`src/rtl/pipe_ctrl.sv`:
```
// Pipeline hazard controller: per-stage stall/flush generation for load-use
// hazards, multi-cycle EX operations and MEM redirects, plus a stall counter.
module pipe_ctrl #(
   parameter int CNT_W  = 6,
   parameter int PERF_W = 16
) (
   input  logic              clk,
   input  logic              rst,
   input  logic              stallreq_id,
   input  logic              ex_start,
   input  logic [CNT_W-1:0]  ex_cycles,
   input  logic              flush_req,
   output logic [5:0]        stall,
   output logic              flush,
   output logic              ex_done,
   output logic              busy,
   output logic [PERF_W-1:0] stall_cycles
);

   typedef enum logic {
      IDLE    = 1'b0,
      EX_WAIT = 1'b1
   } state_t;

   localparam logic [5:0] STALL_EX = 6'b001111;
   localparam logic [5:0] STALL_ID = 6'b000111;

   state_t             state_q, state_d;
   logic [CNT_W-1:0]   cnt_q, cnt_d;
   logic [PERF_W-1:0]  perf_q, perf_d;
   logic               ex_valid;

   // An ex_start with a zero cycle count is not an operation at all.
   assign ex_valid = ex_start && (ex_cycles != '0);

   always_comb begin
      state_d = state_q;
      cnt_d   = cnt_q;
      stall   = '0;
      flush   = 1'b0;
      ex_done = 1'b0;

      if (flush_req) begin
         flush   = 1'b1;
         state_d = IDLE;
         cnt_d   = '0;
      end else if (state_q == EX_WAIT) begin
         stall = STALL_EX;
         cnt_d = cnt_q - CNT_W'(1);
         if (cnt_q <= CNT_W'(1)) begin
            ex_done = 1'b1;
            state_d = IDLE;
            cnt_d   = '0;
         end
      end else if (ex_valid) begin
         stall = STALL_EX;
         if (ex_cycles == CNT_W'(1)) begin
            ex_done = 1'b1;
         end else begin
            state_d = EX_WAIT;
            cnt_d   = ex_cycles - CNT_W'(1);
         end
      end else if (stallreq_id) begin
         stall = STALL_ID;
      end
   end

   always_comb begin
      perf_d = perf_q;
      if ((stall != '0) && !(&perf_q)) begin
         perf_d = perf_q + PERF_W'(1);
      end
   end

   always_ff @(posedge clk) begin
      if (rst) begin
         state_q <= IDLE;
         cnt_q   <= '0;
         perf_q  <= '0;
      end else begin
         state_q <= state_d;
         cnt_q   <= cnt_d;
         perf_q  <= perf_d;
      end
   end

   assign busy         = (state_q == EX_WAIT);
   assign stall_cycles = perf_q;

endmodule

```
`config.mk`:
```
export PLATFORM = sky130hd
export DESIGN_NAME = pipe_ctrl
export DESIGN_NICKNAME = d
export VERILOG_FILES = /design/src/rtl/pipe_ctrl.sv
export SDC_FILE = /design/constraint.sdc
export NUM_CORES = 1
export LEC_CHECK = 0
export BUFFER_PORTS_ARGS = -buffer_cell sky130_fd_sc_hd__buf_4
export CORE_UTILIZATION = 44
export CTS_CLUSTER_DIAMETER = 40
export DETAILED_ROUTE_END_ITERATION = 7
export PLACE_DENSITY = 0.68
export RECOVER_POWER = 100
export SLEW_MARGIN = 20
export SYNTH_ARGS = -nofsm -noshare
export SYNTH_HDL_FRONTEND = slang
export SYNTH_SLANG_ARGS = --single-unit
```
`constraint.sdc`:
```
create_clock -name clk -period 4.55 [get_ports clk]
set_clock_uncertainty 0.2 [all_clocks]
set_input_delay 0 -clock clk [delete_from_list [all_inputs] [get_ports clk]]
set_output_delay 0 -clock clk [all_outputs]
set_load 0.02 [all_outputs]
```
=== Yosys cells after proc, flatten, opt, wreduce, memory -nomap -nowiden ===
Index checks and enable logic that the tools add are counted.

* Div/mod/pow operators: 0
* Reduce and logical (&&, ||, !) cells: 9
* Magnitude comparators: 1
* Shifts and indexed selects: 0
* Bitwise gates (word level): 0
* Multiply operators: 0
* Equal/unequal tests: 2
* Mux-type cells: 18
* Add/sub/neg operators: 3

{| class="wikitable"
|+ Operator list
! kind !! count
|-
| $mux 6 || 5
|-
| $add 16x1->16 const B || 1
|-
| $reduce_and 16->1 || 1
|-
| $reduce_bool 6->1 || 2
|-
| $sub 6x1->6 const B || 2
|-
| $mux 1 || 10
|-
| $mux 4 || 2
|-
| $eq 6x1->1 const B || 1
|-
| $le 6x1->1 const B || 1
|-
| $mux 3 || 1
|-
| $logic_and 1x1->1 || 2
|-
| $ne 2x2->1 const B || 1
|-
| $reduce_and 2->1 || 1
|-
| $reduce_bool 2->1 || 1
|-
| $reduce_or 2->1 || 1
|-
| $logic_not 1->1 || 1
|}

* Output and inout bits: 25
* Latch bits: 0
* Bits in registers: 23
* RAM bits: 0
* ROM bits: 0
* Memories kept: 0
* Word-level logic and storage cells: 36
* Bits of input ports: 11

=== Longest topological paths before layout ===
Gate-level depths: netlist (run 1).

* Depth in word-level cells: 7
* Mapped depth: 7
* Depth with buffers taken out: 7

=== Least setup slack after synthesis (run 1) ===
Ideal clock, no wire load.

* Path kind: register -> register
* Start: register perf_q[0] (netlist: stall_cycles[0])
* End: register perf_q[6] (netlist: stall_cycles[6])
* Data required time: 4.222 ns
* Arrival time: 1.822 ns
* Clock period less this slack: 2.150 ns
* Path buffers: 1
* Cell stages (with the launch flop): 8
* Setup time: 0.128 ns
* Setup slack: 2.400 ns
* Path through: dfxtp_1 > ha_1 > nand4_1 > or4_4 > buf_6 > nand4_1 > xor2_1 > nor2_1

* Longest elaborated chain between the ends: 3
* Elaborated cells between the ends (all ways): 4
* Those cells by class: add/sub (1); reduce/logical (3)

{| class="wikitable"
|+ RTL lines
! item !! RTL line !! source
|-
| from (decl) || 30 || <nowiki>logic [PERF_W-1:0] perf_q, perf_d;</nowiki>
|-
| from (signal assigned) || 83 || <nowiki>perf_q <= perf_d;</nowiki>
|-
| branches (longest 3 deep; another with $add 16x1->16) || -- ||
|}

Parallel ways; which one is timed is not known.
A chain may end at the register's enable or synchronous reset.

=== Final worst setup path (run 1) ===
* Start: register state_q (netlist: busy)
* End: register perf_q[1] (netlist: stall_cycles[1])

* Longest elaborated chain between the ends: 4

{| class="wikitable"
|+ RTL lines
! item !! RTL line !! source
|-
| from (decl) || 28 || <nowiki>state_t state_q, state_d;</nowiki>
|-
| from (signal assigned) || 81 || <nowiki>state_q <= state_d;</nowiki>
|-
| $mux 4 || 47 || <nowiki>end else if (state_q == EX_WAIT) begin</nowiki>
|-
| $mux 6 || 43 || <nowiki>if (flush_req) begin</nowiki>
|-
| $reduce_bool 6->1 || 70 || <nowiki>if ((stall != '0) && !(&perf_q)) begin</nowiki>
|-
| $logic_and 1x1->1 || 70 ||
|}

No other way between the ends.

==> results of run 1 <==
[per-stage QoR]
stage | setup WS, ns | util
2_1_floorplan | 2.40 | -
3_3_place_gp | 1.97 | 0.549
3_5_place_dp | 1.85 | 0.549
4_1_cts | 1.61 | 0.589
5_1_grt | 1.61 | 0.546
6_report | 1.82 | 0.546
[how the worst min path moves through the flow]
stage | start | to | slack [ns] | cells after the start
global placement | flush_req | flush | 0.06 | 2
global route | ex_cycles[1] | cnt_q[1]$_SDFFE_PP0P_ | 0.15 | 6
CTS | ex_cycles[1] | cnt_q[1]$_SDFFE_PP0P_ | 0.11 | 6
finish | ex_cycles[1] | cnt_q[1]$_SDFFE_PP0P_ | 0.07 | 6
detailed placement | flush_req | flush | 0.06 | 2
floorplan | flush_req | stall[3] | -0.12 | 1
[routing by layer]
| layer | track usage | wire, µm | vias up |
|---|---|---|---|
| met3 | 0.0325 | 110 | 6 |
| li1 | - | - | 694 |
| met1 | 0.244 | 1410 | 625 |
| met2 | 0.338 | 1620 | 27 |
| met4 | 0.0598 | 51 | 0 |
| met5 | 0 | 0 | - |
[power breakdown]
part	internal, mW	switching, mW	leakage [nW]
clock network	0.0341	0.0576	0.0150
registers	0.206	0.00639	0.186
logic	0.0340	0.0456	0.417
[cells by family (layout without fill, tap and decap cells)]
logic type               count (synthesis)  count (layout)  synth area share
AO/OA/AOI/OAI                           26              26             0.129
XOR/XNOR                                15              15            0.0880
adder cells (fa/ha/maj)                  6               6            0.0503
buffers and inverters                   18              53            0.0704
flip-flops                              23              23             0.308
multiplexers                             2               2            0.0151
other                                    1               2           0.00251
AND/OR/NAND/NOR                         87              87             0.336
[registers in the layout, summed over array words and instances (netlist names)]
signal        flops
busy              1
cnt_q             6
stall_cycles     16
[cell usage after synthesis (4+ instances only)]
| master | count | area share |
|---|---|---|
| ha_1 | 6 | 0.050 |
| dfxtp_1 | 23 | 0.31 |
| nand2_1 | 7 | 0.018 |
| inv_1 | 6 | 0.015 |
| nand3_1 | 5 | 0.017 |
| xor2_1 | 13 | 0.076 |
| clkbuf_1 | 4 | 0.010 |
| buf_4 | 6 | 0.030 |
| a21oi_1 | 9 | 0.030 |
| nor2_1 | 31 | 0.078 |
| nor3_1 | 8 | 0.027 |
| nand4_1 | 9 | 0.038 |
[worst reg2reg max path, delay by kind of cell, from the launching register on]
kind / cells / cell delay [ns]
AO/OA/AOI/OAI: 2 / 0.83
AND/OR/NAND/NOR: 3 / 0.40
buffers and inverters: 1 / 0.56
flip-flops: 1 / 0.66
[area by class of cell]
| class | instances | area, µm² | share of cell area |
|---|---|---|---|
| repair buffers | 43 | 265 | 0.155 |
| multi-input cells | 138 | 878 | 0.514 |
| well taps | 44 | 55.1 | 0.0322 |
| clock buffers | 4 | 26.3 | 0.0154 |
| flip-flops and latches | 23 | 460 | 0.270 |
| inverters | 6 | 22.5 | 0.0132 |
[repair_timing]
action	CTS	global route
hold buffers	10	0
setup endpoints to repair	0	0
endpoints found under the hold margin	23	0
==> flow_metrics.py, run 1 <==
metrics = {
    "sta": {
        "period_needed_ns": 2.73,
        "hold_violations": 0,
        "worstMarginPinSlew_ns": 0.828,
        "setup_viol": 0,
        "slew_headroom": 0.448,
        "period_share": 0.601,
        "fin_setup_tns_ns": 0,
        "rsz0062_at_grt": "no",
        "worst_hold_slack_ns": 0.0745,
        "slew_violations": 0,
        "clock.fmax_mhz": 366,
    },
    "placed_design": {
        "io_buffers": 33,
        "gp_congestion": 0.865,
        "dp_cells": 244,
        "placed_cell_area_um2": 1720,
        "dp_hpwl_um": 2280,
    },
    "route": {
        "routed-via-count": 1352,
        "drc": 0,
        "drt_iter0_drc": 54,
        "avgRoutedWirePerCell_um": 12.4,
        "wirelength_um": 3190,
        "ant_nets": 0,
        "viasPerCell": 5.24,
        "dr.pass1.iters": 4,
    },
    "critical_path": {
        "worstSetupEndpointType": "flip-flop",
        "r2r_start": "busy$_SDFF_PP0_",
        "r2r_end": "stall_cycles[1]$_SDFFE_PP0P_",
        "crit_end": "stall_cycles[1]$_SDFFE_PP0P_",
        "critical_path_class": "flip-flop to flip-flop",
        "reg2regPathDepth": 6,
        "r2r_slack_ns": 1.82,
        "cp.depth": 6,
        "cp.required_ns": 4.55,
        "crit_start": "busy$_SDFF_PP0_",
        "path_cells": "nor3_1, a311oi_4, nand2_2, nand2_1, a21oi_1, dlygate4sd3_1",
        "crit_path_max_incr_delay_ns": 0.77,
        "worst-path-buf-inv": 1,
        "cp_top_family": "compound AO/OA/AOI/OAI gates",
        "cp_max_fo": 17,
        "cp-start-kind": "flip-flop",
        "slowest_stage": "a311oi_4",
        "worstPathArrival_ns": 2.73,
    },
    "clock_tree": {
        "tritoncts": "built",
        "path_clk_slew_ns": 0.12,
        "clk_path_buf_depth": 2,
        "cts-resized-gates": 0,
        "cts_root_buf": "clkbuf_4",
        "clk_latency_ns": 0.30,
        "post-cts-setup-buffers": 0,
        "cts.sinks": 23,
        "cts_made_buffers": 3,
        "h-tree-depth": 1,
    },
    "synth": {
        "synthDistinctLibCells": 44,
        "synthArstFlopShare": 0,
        "syn_avg_cell_area_um2": 8.39,
        "postSynthCellCount": 178,
        "synth_seq_cells": 23,
        "synth_edf_count": 0,
        "yosys_warnings": 0,
        "syn-cell-area_um2": 1490,
        "ys.flop_type": "dfxtp_1",
        "synth_seq_area_share": 0.308,
    },
    "power_and_ir_drop": {
        "power_density_nw_per_um2": 225,
        "leakagePower_nw": 0.618,
        "vdd_drop_max_uv": 140,
        "power.total_uw": 384,
    },
    "final_layout": {
        "fillCellCount": 323,
        "final_cell_area_um2": 1710,
        "layout_commonest_cell": "nor2_1",
        "drive_above_1_share": 0.117,
        "fin_cells": 258,
        "fin_nets": 232,
        "area_growth_pct": 14.4,
        "diodes": 0,
        "final_cell_mix": "32 x nor2_1, 23 x dfxtp_1, 23 x clkbuf_1",
    },
    "floorplan": {
        "die_x_um": 60.2,
        "fp-row-count": 20,
        "die_y_um": 60.2,
        "coreArea_um2": 3130,
        "io_pins": 36,
        "die-area_um2": 3630,
        "initial_utilization": 0.477,
    },
    "global_route": {
        "grt_usage": 0.195,
        "grt_pass1_vias": 1265,
        "gr-total-overflow": 0,
        "grt_pass1_wl_um": 5440,
        "grt_max_degree": 18,
        "antenna_found_initial": 0,
    },
    "flow_run": {
        "cap_violations": 0,
    },
    "min_path": {
        "min_path_type": "primary input to flip-flop",
    },
    "run_status": {
        "outcome": "completed",
    },
}
No activity file was read; power rests on OpenSTA's default activity.
==> run 2, diff against run 1 <==
- PLACE_DENSITY: 0.68 -> 0.7
- clock period: 4.55 -> 2.2 ns (I/O delays scaled with it)
==> flow_metrics.py, run 2 (synthesized netlist as in run 1, its figures left out) <==
metrics = {
    "floorplan": {
        "die_y_um": 60.2,
        "io_pins": 36,
        "die_x_um": 60.2,
        "initial_utilization": 0.477,
        "die-area_um2": 3630,
        "fp-row-count": 20,
        "coreArea_um2": 3130,
    },
    "critical_path": {
        "worst-path-buf-inv": 3,
        "r2r_slack_ns": 0.13,
        "r2r_start": "stall_cycles[0]$_SDFFE_PP0P_",
        "cp_top_family": "buffers and inverters",
        "cp.required_ns": 2.21,
        "reg2regPathDepth": 6,
        "critical_path_class": "primary input to flip-flop",
        "worstSetupEndpointType": "flip-flop",
        "slowest_stage": "dlygate4sd3_1",
        "cp_max_fo": 4,
        "worstPathArrival_ns": 2.11,
        "cp-start-kind": "primary input",
        "worst_path_most_repeated_cell": "dlygate4sd3_1",
        "path_cells": "dlygate4sd3_1, buf_4, nor3_1, nor3b_2, mux2_1, nand3b_1, dlygate4sd3_1, a21oi_1",
        "r2r_end": "stall_cycles[9]$_SDFFE_PP0P_",
        "crit_path_max_incr_delay_ns": 0.54,
    },
    "final_layout": {
        "area_growth_pct": 17.5,
        "layout_commonest_cell": "nor2_1",
        "utilization": 0.561,
        "fin_nets": 235,
        "largest_reg_flops": 16,
        "diodes": 0,
        "final_cell_mix": "31 x nor2_1, 23 x dfxtp_1, 21 x clkbuf_1",
        "fillCellCount": 312,
        "drive_above_1_share": 0.157,
    },
    "sta": {
        "hold_violations": 0,
        "fin_ws_ns": 0.0955,
        "period_share": 0.957,
        "setup_viol": 0,
        "slew_violations": 0,
        "clock.fmax_mhz": 475,
        "fin_setup_tns_ns": 0,
        "period_needed_ns": 2.10,
        "rsz0062_at_grt": "no",
    },
    "global_route": {
        "grtUsageMet2": 0.342,
        "antenna_found_initial": 0,
        "grt_max_degree": 18,
        "grt.busiest_layer": "met2",
        "grt_usage": 0.195,
        "use_met3": 0.0260,
        "grt_use_met1": 0.242,
        "grt_pass1_wl_um": 5400,
        "gr-total-overflow": 0,
        "grt_pass1_vias": 1257,
    },
    "clock_tree": {
        "tritoncts": "built",
        "post-cts-setup-buffers": 0,
        "h-tree-depth": 1,
        "clk_latency_ns": 0.31,
        "cts.sinks": 23,
        "clk_path_buf_depth": 2,
        "cts_root_buf": "clkbuf_4",
        "cts_made_buffers": 3,
        "path_clk_slew_ns": 0.12,
    },
    "min_path": {
        "hold_end": "cnt_q[4]$_SDFFE_PP0P_",
        "min_path_cells": 5,
        "min_path_type": "primary input to flip-flop",
        "worstHoldStart": "ex_cycles[4]",
    },
    "power_and_ir_drop": {
        "netSwitchingPower_uw": 233,
        "power_density_nw_per_um2": 459,
        "vdd_drop_max_uv": 209,
        "comb_power_share": 0.218,
        "clockPowerShare": 0.240,
        "leakagePower_nw": 0.648,
        "p_int_uw": 572,
        "power.total_uw": 805,
        "swShare": 0.290,
        "seq_power_share": 0.542,
    },
    "route": {
        "viasPerCell": 5.35,
        "drt_iter0_drc": 60,
        "ant_nets": 0,
        "dr.pass1.iters": 4,
        "drc": 0,
        "routed-via-count": 1397,
        "avgRoutedWirePerCell_um": 12.3,
        "wirelength_um": 3220,
    },
    "placed_design": {
        "gp_congestion": 0.813,
        "dp_hpwl_um": 2440,
        "io_buffers": 33,
        "place_ws_ns": 0.121,
    },
    "flow_run": {
        "cap_violations": 0,
    },
    "run_status": {
        "outcome": "completed",
    },
}
run 2: changes by cell type in the layout (fill, tap and decap cells not counted), sizes merged:
cell | previous run | this run
buf | 11 | 17
clkbuf | 26 | 25
dlygate4sd3 | 10 | 8
run 2: per-layer routing:
metal,up-vias,share of wire,wire (µm)
li1,698,-,-
met1,657,0.47,1530
met2,38,0.48,1540
met3,4,0.041,131
met4,0,0.0096,31
met5,-,0,0
run 2: timing repair:
item / in CTS / in global routing
hold buffers: 8 / 0
endpoints found under the setup margin: 0 / 8
gates resized for setup: 0 / 2
hold endpoints to repair: 23 / 0
run 2: worst max path at each step:
stage / slack (ns) / depth (start not counted) / to / start
after floorplan: 0.05 / 7 / stall_cycles[6]$_SDFFE_PP0P_ / stall_cycles[0]$_SDFFE_PP0P_
after global placement: 0.18 / 6 / stall_cycles[6]$_SDFFE_PP0P_ / stall_cycles[0]$_SDFFE_PP0P_
after detailed placement: 0.12 / 6 / stall_cycles[12]$_SDFFE_PP0P_ / stall_cycles[0]$_SDFFE_PP0P_
after CTS: 0.06 / 8 / cnt_q[5]$_SDFFE_PP0P_ / ex_cycles[0]
after global routing: 0.03 / 6 / stall_cycles[9]$_SDFFE_PP0P_ / stall_cycles[1]$_SDFFE_PP0P_
final: 0.1 / 8 / cnt_q[5]$_SDFFE_PP0P_ / ex_cycles[0]
run 2: metrics by stage:
stage	cell area, µm²	hold slack, ns	std cells
after floorplan	1500	-0.120	179
after global placement	1750	0.0677	249
after detailed placement	1750	0.0697	249
after CTS	1860	0.00265	261
after global routing	1750	0.0328	261
final	1750	0.0119	261
run 2: layout make-up:
| cell class | count | area (µm²) | area share |
|---|---|---|---|
| clock buffers | 4 | 26.3 | 0.0150 |
| repair buffers | 46 | 288 | 0.164 |
| multi-input cells | 138 | 902 | 0.514 |
| inverters | 6 | 22.5 | 0.0128 |
| flip-flops and latches | 23 | 460 | 0.262 |
| well taps | 44 | 55.1 | 0.0314 |
run 2: power by group through the flow:
| stage | registers (mW) | logic [mW] | clock network (mW) |
|---|---|---|---|
| floorplan | 0.449 | 0.121 | 0 |
| global placement | 0.445 | 0.170 | 0 |
| detailed placement | 0.445 | 0.174 | 0 |
| CTS | 0.436 | 0.186 | 0.202 |
| global route | 0.438 | 0.195 | 0.221 |
| finish | 0.436 | 0.176 | 0.194 |
run 2: worst min-delay path, stage by stage:
cell     delay (ns)
buf_4          0.11
xnor2_1        0.07
nor2_1         0.09
o22ai_1        0.09
a21oi_1        0.12
